### config.mk
export PLATFORM = sky130hd
export DESIGN_NAME = iic_arbiter
export DESIGN_NICKNAME = d
export VERILOG_FILES = /design/src/rtl/iic_arbiter.sv
export SDC_FILE = /design/constraint.sdc
export NUM_CORES = 1
export LEC_CHECK = 0
export BUFFER_PORTS_ARGS = -buffer_cell sky130_fd_sc_hd__buf_2
export CORE_ASPECT_RATIO = 1.75
export CORE_UTILIZATION = 52
export CTS_CLUSTER_SIZE = 28
export DETAILED_ROUTE_END_ITERATION = 10
export HOLD_SLACK_MARGIN = 0.06
export PLACE_DENSITY = 0.83
export SETUP_SLACK_MARGIN = 0.2
export SYNTH_ARGS = -nofsm -noshare
export SYNTH_HDL_FRONTEND = slang
export SYNTH_SLANG_ARGS = --single-unit
export TNS_END_PERCENT = 50
### constraint.sdc
create_clock -name clk_i -period 2.6 [get_ports clk_i]
set_input_delay 0.26 -clock clk_i [delete_from_list [all_inputs] [get_ports clk_i]]
set_output_delay 0.26 -clock clk_i [all_outputs]
set_load 0.1 [all_outputs]
### src/rtl/iic_arbiter.sv
// rtl/iic_arbiter.sv - round-robin arbiter sharing one iic_driver between two requesters
// Grants per burst, forwards one byte at a time and releases the bus if the driver hangs.
module iic_arbiter #(
    parameter int TIMEOUT_CYCLES = 200000
) (
    input  logic       clk_i,
    input  logic       rst_i,
    input  logic       req0_i,
    input  logic       req1_i,
    input  logic       start0_i,
    input  logic       start1_i,
    input  logic       dc0_i,
    input  logic       dc1_i,
    input  logic [7:0] data0_i,
    input  logic [7:0] data1_i,
    output logic       gnt0_o,
    output logic       gnt1_o,
    output logic       done0_o,
    output logic       done1_o,
    output logic       iic_start_o,
    output logic       iic_dc_o,
    output logic [7:0] iic_data_o,
    input  logic       iic_done_i,
    output logic       timeout_o
);

    localparam int WD_W = (TIMEOUT_CYCLES > 2) ? $clog2(TIMEOUT_CYCLES) : 1;
    localparam logic [WD_W-1:0] WD_MAX = WD_W'(TIMEOUT_CYCLES - 1);

    typedef enum logic [1:0] {
        S_IDLE = 2'd0,
        S_OWN  = 2'd1,
        S_XFER = 2'd2
    } state_t;

    state_t          state_q, state_d;
    logic            owner_q, owner_d;
    logic            last_q, last_d;
    logic [WD_W-1:0] wd_q, wd_d;
    logic            gnt0_q, gnt0_d;
    logic            gnt1_q, gnt1_d;
    logic            done0_q, done0_d;
    logic            done1_q, done1_d;
    logic            iic_start_q, iic_start_d;
    logic            iic_dc_q, iic_dc_d;
    logic [7:0]      iic_data_q, iic_data_d;
    logic            timeout_q, timeout_d;

    logic            own_req;
    logic            own_start;
    logic            own_dc;
    logic [7:0]      own_data;
    logic            grant;
    logic            grant_id;

    always_comb begin
        own_req   = owner_q ? req1_i   : req0_i;
        own_start = owner_q ? start1_i : start0_i;
        own_dc    = owner_q ? dc1_i    : dc0_i;
        own_data  = owner_q ? data1_i  : data0_i;
    end

    // The requester that did not win last time takes a tie.
    always_comb begin
        grant    = 1'b0;
        grant_id = 1'b0;
        if (req0_i && req1_i) begin
            grant    = 1'b1;
            grant_id = ~last_q;
        end else if (req0_i) begin
            grant    = 1'b1;
            grant_id = 1'b0;
        end else if (req1_i) begin
            grant    = 1'b1;
            grant_id = 1'b1;
        end
    end

    always_comb begin
        state_d     = state_q;
        owner_d     = owner_q;
        last_d      = last_q;
        wd_d        = wd_q;
        gnt0_d      = gnt0_q;
        gnt1_d      = gnt1_q;
        done0_d     = 1'b0;
        done1_d     = 1'b0;
        iic_start_d = 1'b0;
        iic_dc_d    = iic_dc_q;
        iic_data_d  = iic_data_q;
        timeout_d   = 1'b0;

        case (state_q)
            S_IDLE: begin
                if (grant) begin
                    owner_d = grant_id;
                    last_d  = grant_id;
                    gnt0_d  = ~grant_id;
                    gnt1_d  = grant_id;
                    state_d = S_OWN;
                end
            end
            S_OWN: begin
                if (own_start) begin
                    iic_dc_d    = own_dc;
                    iic_data_d  = own_data;
                    iic_start_d = 1'b1;
                    wd_d        = '0;
                    state_d     = S_XFER;
                end else if (!own_req) begin
                    gnt0_d  = 1'b0;
                    gnt1_d  = 1'b0;
                    state_d = S_IDLE;
                end
            end
            S_XFER: begin
                // A completion on the threshold cycle still wins over the watchdog.
                if (iic_done_i) begin
                    done0_d = ~owner_q;
                    done1_d = owner_q;
                    state_d = S_OWN;
                end else if (wd_q == WD_MAX) begin
                    timeout_d = 1'b1;
                    gnt0_d    = 1'b0;
                    gnt1_d    = 1'b0;
                    state_d   = S_IDLE;
                end else begin
                    wd_d = wd_q + WD_W'(1);
                end
            end
            default: begin
                gnt0_d  = 1'b0;
                gnt1_d  = 1'b0;
                state_d = S_IDLE;
            end
        endcase
    end

    always_ff @(posedge clk_i) begin
        if (rst_i) begin
            state_q     <= S_IDLE;
            owner_q     <= 1'b0;
            last_q      <= 1'b1;
            wd_q        <= '0;
            gnt0_q      <= 1'b0;
            gnt1_q      <= 1'b0;
            done0_q     <= 1'b0;
            done1_q     <= 1'b0;
            iic_start_q <= 1'b0;
            iic_dc_q    <= 1'b0;
            iic_data_q  <= 8'h00;
            timeout_q   <= 1'b0;
        end else begin
            state_q     <= state_d;
            owner_q     <= owner_d;
            last_q      <= last_d;
            wd_q        <= wd_d;
            gnt0_q      <= gnt0_d;
            gnt1_q      <= gnt1_d;
            done0_q     <= done0_d;
            done1_q     <= done1_d;
            iic_start_q <= iic_start_d;
            iic_dc_q    <= iic_dc_d;
            iic_data_q  <= iic_data_d;
            timeout_q   <= timeout_d;
        end
    end

    assign gnt0_o      = gnt0_q;
    assign gnt1_o      = gnt1_q;
    assign done0_o     = done0_q;
    assign done1_o     = done1_q;
    assign iic_start_o = iic_start_q;
    assign iic_dc_o    = iic_dc_q;
    assign iic_data_o  = iic_data_q;
    assign timeout_o   = timeout_q;

endmodule

==> impl_metrics.yaml <==
status:
  status: "finished, final reports clean"
logic_synthesis:
  synthArstFlopShare_pct: 0
  ys.flop_type: "dfxtp_1"
  synth_edf_count: 0
  ys_seq_area_share_pct: 39.1
  ys_warn_count: 0
  synth.area.top_cells: "dfxtp_1 (39%), mux2i_1 (5.8%), nor2_1 (5.2%)"
  postSynthAreaPerCell_sq_um: 8.73
  synth_top_area_share_pct: 39.1
  synth_cells: 217
  synth_area_sq_mm: 0.00189
  ys_seq_elements: 37
  synth_top_area_cell: "dfxtp_1"
  synth_cell_types: 49
  syn_nets: 243
setup_path:
  max_stage_delay_ns: 0.44
  ff2ff_path_depth: 6
  path_cells: "ha_1 -> and3_1 -> nand4_1 -> o31ai_1 -> or2_1 -> o21ai_1"
  rr_endpoint: "wd_q[2]"
  critPathCaptureType: "register"
  cp.arrival_ns: 2.31
  worstPathMaxFanout: 9
  required_ns: 2.77
  cp_slowest_cell: "or2_1"
  crit-reg2reg-launch: "wd_q[0]"
  r2r_setup_slack_ns: 0.45
  cp-start-kind: "register"
  path_class: "register to register"
grt:
  use_met1_pct: 28.0
  use_met2_pct: 40.7
  grt_pass1_vias: 1615
  grt_most_used_layer: "met2"
  grt_pass1_wl_um: 6950
  grt_max_degree: 27
  use_met3_pct: 4.18
  grtUsageTotal_pct: 24.8
  gr-total-overflow: 0
  antenna_found_initial: 0
floorplan:
  fp.dieW_um: 47.6
  start_util_pct: 55.2
  die_h_um: 81.8
  rows: 28
  dieArea_sq_mm: 0.00390
  coreArea_sq_mm: 0.00343
  io_pins: 40
final_layout:
  fillerInstances: 311
  stdcell_count: 302
  area_growth_pct: 16.4
  final_layout_size_suffix_gt1_share_pct: 25.3
  antenna_cells: 0
  finish.utilization_pct: 64.2
  multi_input_area_sq_mm: 0.00106
  regArea_sq_um: 741
  nNetsFinal: 282
sta:
  drv_slew: 0
  fmaxAchievable_mhz: 466
  fin_setup_tns_ns: 0
  rsz0062_at_grt: "false"
  period_needed_ns: 2.15
  fin_worst_skew_ns: 0.00575
  tightest_slew_ns: 0.677
  finalSetupViolCount: 0
  hold_viol_final: 0
  slew_headroom_pct: 54.8
  period_share_pct: 82.6
drt:
  drt_iter0_markers: 63
  via_per_inst: 5.91
  routedWlPerCell_um: 14.5
  antenna_left: 0
  vias: 1784
  dr.pass1.iters: 4
  route.detailed.drc: 0
  routed_wl_um: 4380
place:
  place.gp.congestion: 0.903
  hpwl_um: 3140
  portBuffers: 39
  place_inst: 294
cts:
  cts_resized: 0
  clkLatencyLatePin_ns: 0.29
  cts_hold_buf: 0
  cts-buffers-inserted: 5
  postCtsSetupRepairBufs: 0
  cts_root_buf: "clkbuf_8"
  ctsHtreeMaxLevel: 2
  cts_tree: "built"
  cts.reportedPaths.clkPinSlew_ns: 0.07
  cts_buffer_depth: 2
  cts.sinks: 37
worst_hold_path:
  holdPathEnd: "timeout_o"
  hold_start: "iic_done_i"
  hold_depth: 2
  hold_class: "input port to register"
power:
  ir_worst_vdd_mv: 0.534
  power.density_mw_per_mm2: 609
  cellLeakagePower_nw: 0.852
job:
  maxCapViolCount: 0
## worst max-delay path by stage
stage,start,slack (ns),end,cells past startpoint
finish,wd_q[0],0.45,wd_q[2],6
floorplan,wd_q[0],0.83,wd_q[14],7
global route,wd_q[0],0.31,wd_q[2],6
global placement,wd_q[0],0.58,wd_q[2],6
CTS,wd_q[0],0.44,wd_q[2],6
detailed placement,wd_q[0],0.49,wd_q[2],6
## sequential cells by signal (all words and copies together) (netlist names)
name and count:
gnt1_o 1, done1_o 1, timeout_o 1, wd_q 18
iic_dc_o 1, iic_data_o 8, iic_start_o 1, state_q 2
done0_o 1, owner_q 1, gnt0_o 1, last_q 1
## metrics by stage
stage          area [sq um]  hold WS [ns]  power (mW)  setup WS, ns
4_1_cts                2210         0.271        1.35         0.445
3_3_place_gp           2100         0.440       0.907         0.580
3_5_place_dp           2100         0.450       0.912         0.493
6_report               2210         0.278        1.34         0.452
5_1_grt                2210         0.279        1.39         0.313
2_1_floorplan          1890         0.339       0.852         0.831
## metal layers
metal | wire [um] | part of all wire, % | vias to the layer above
li1 | - | - | 879
met5 | 0 | 0 | -
met2 | 2370 | 54 | 53
met1 | 1700 | 39 | 838
met3 | 138 | 3.1 | 14
met4 | 177 | 4.0 | 0
## power by group
group          internal (mW)  switching (mW)  leakage, nW
clock                  0.239           0.201       0.0542
combinational         0.0768           0.219        0.498
sequential             0.591          0.0162        0.301
total                  0.907           0.436        0.852
## worst max-delay path, delay by kind of cell, from the launching register on
kind,cells,cell delay [ns]
AND/OR/NAND/NOR,3,0.93
AO/OA/AOI/OAI,2,0.46
flip-flops,1,0.39
adder cells (fa/ha/maj),1,0.23
## kinds of logic after synthesis
logic type,after synthesis,share of synthesized area [%]
and+or+nand+nor,84,23.2
AOI/OAI and AO/OA,68,25.8
DFF,37,39.1
buffers and inverters,15,4.75
muxes,12,6.54
adders and majority gates,1,0.660
## placed cells by master, fill, tap and decap left out, types with 2 or more instances in the layout
cell type and count:
nor3_1 5, a31oi_1 3, clkbuf_8 7, o31ai_2 5, nand2_1 13, buf_2 39, a21oi_1 17, nand2b_1 4
nor4_1 2, a211oi_1 9, nor2_1 26, mux2i_1 11, o41ai_2 2, or3_1 4, and3_1 2, a32oi_1 2
nand4_1 5, inv_1 3, o21ai_1 11, nor2b_1 3, dfxtp_1 37, a211o_1 2, o21ai_0 9, buf_4 5
nand3_1 7
## layout make-up
cell class | count | area share (%)
clock buffers | 7 | 4.37
clock inverters | 1 | 0.227
inverters | 3 | 0.510
multi-input cells | 165 | 48.2
flip-flops and latches | 37 | 33.6
well taps | 45 | 2.55
repair buffers | 44 | 10.6
## synthesized netlist by cell type (4+ instances only)
| cell type | instances |
|---|---|
| a211oi_1 | 9 |
| a21oi_1 | 17 |
| clkbuf_1 | 4 |
| dfxtp_1 | 37 |
| mux2i_1 | 11 |
| nand2_1 | 13 |
| nand2b_1 | 4 |
| nand3_1 | 7 |
| nand4_1 | 5 |
| nor2_1 | 26 |
| nor3_1 | 5 |
| o21ai_0 | 9 |
| o21ai_1 | 11 |
| o31ai_2 | 5 |
| or3_1 | 4 |
No activity file was read; power rests on OpenSTA's default activity.
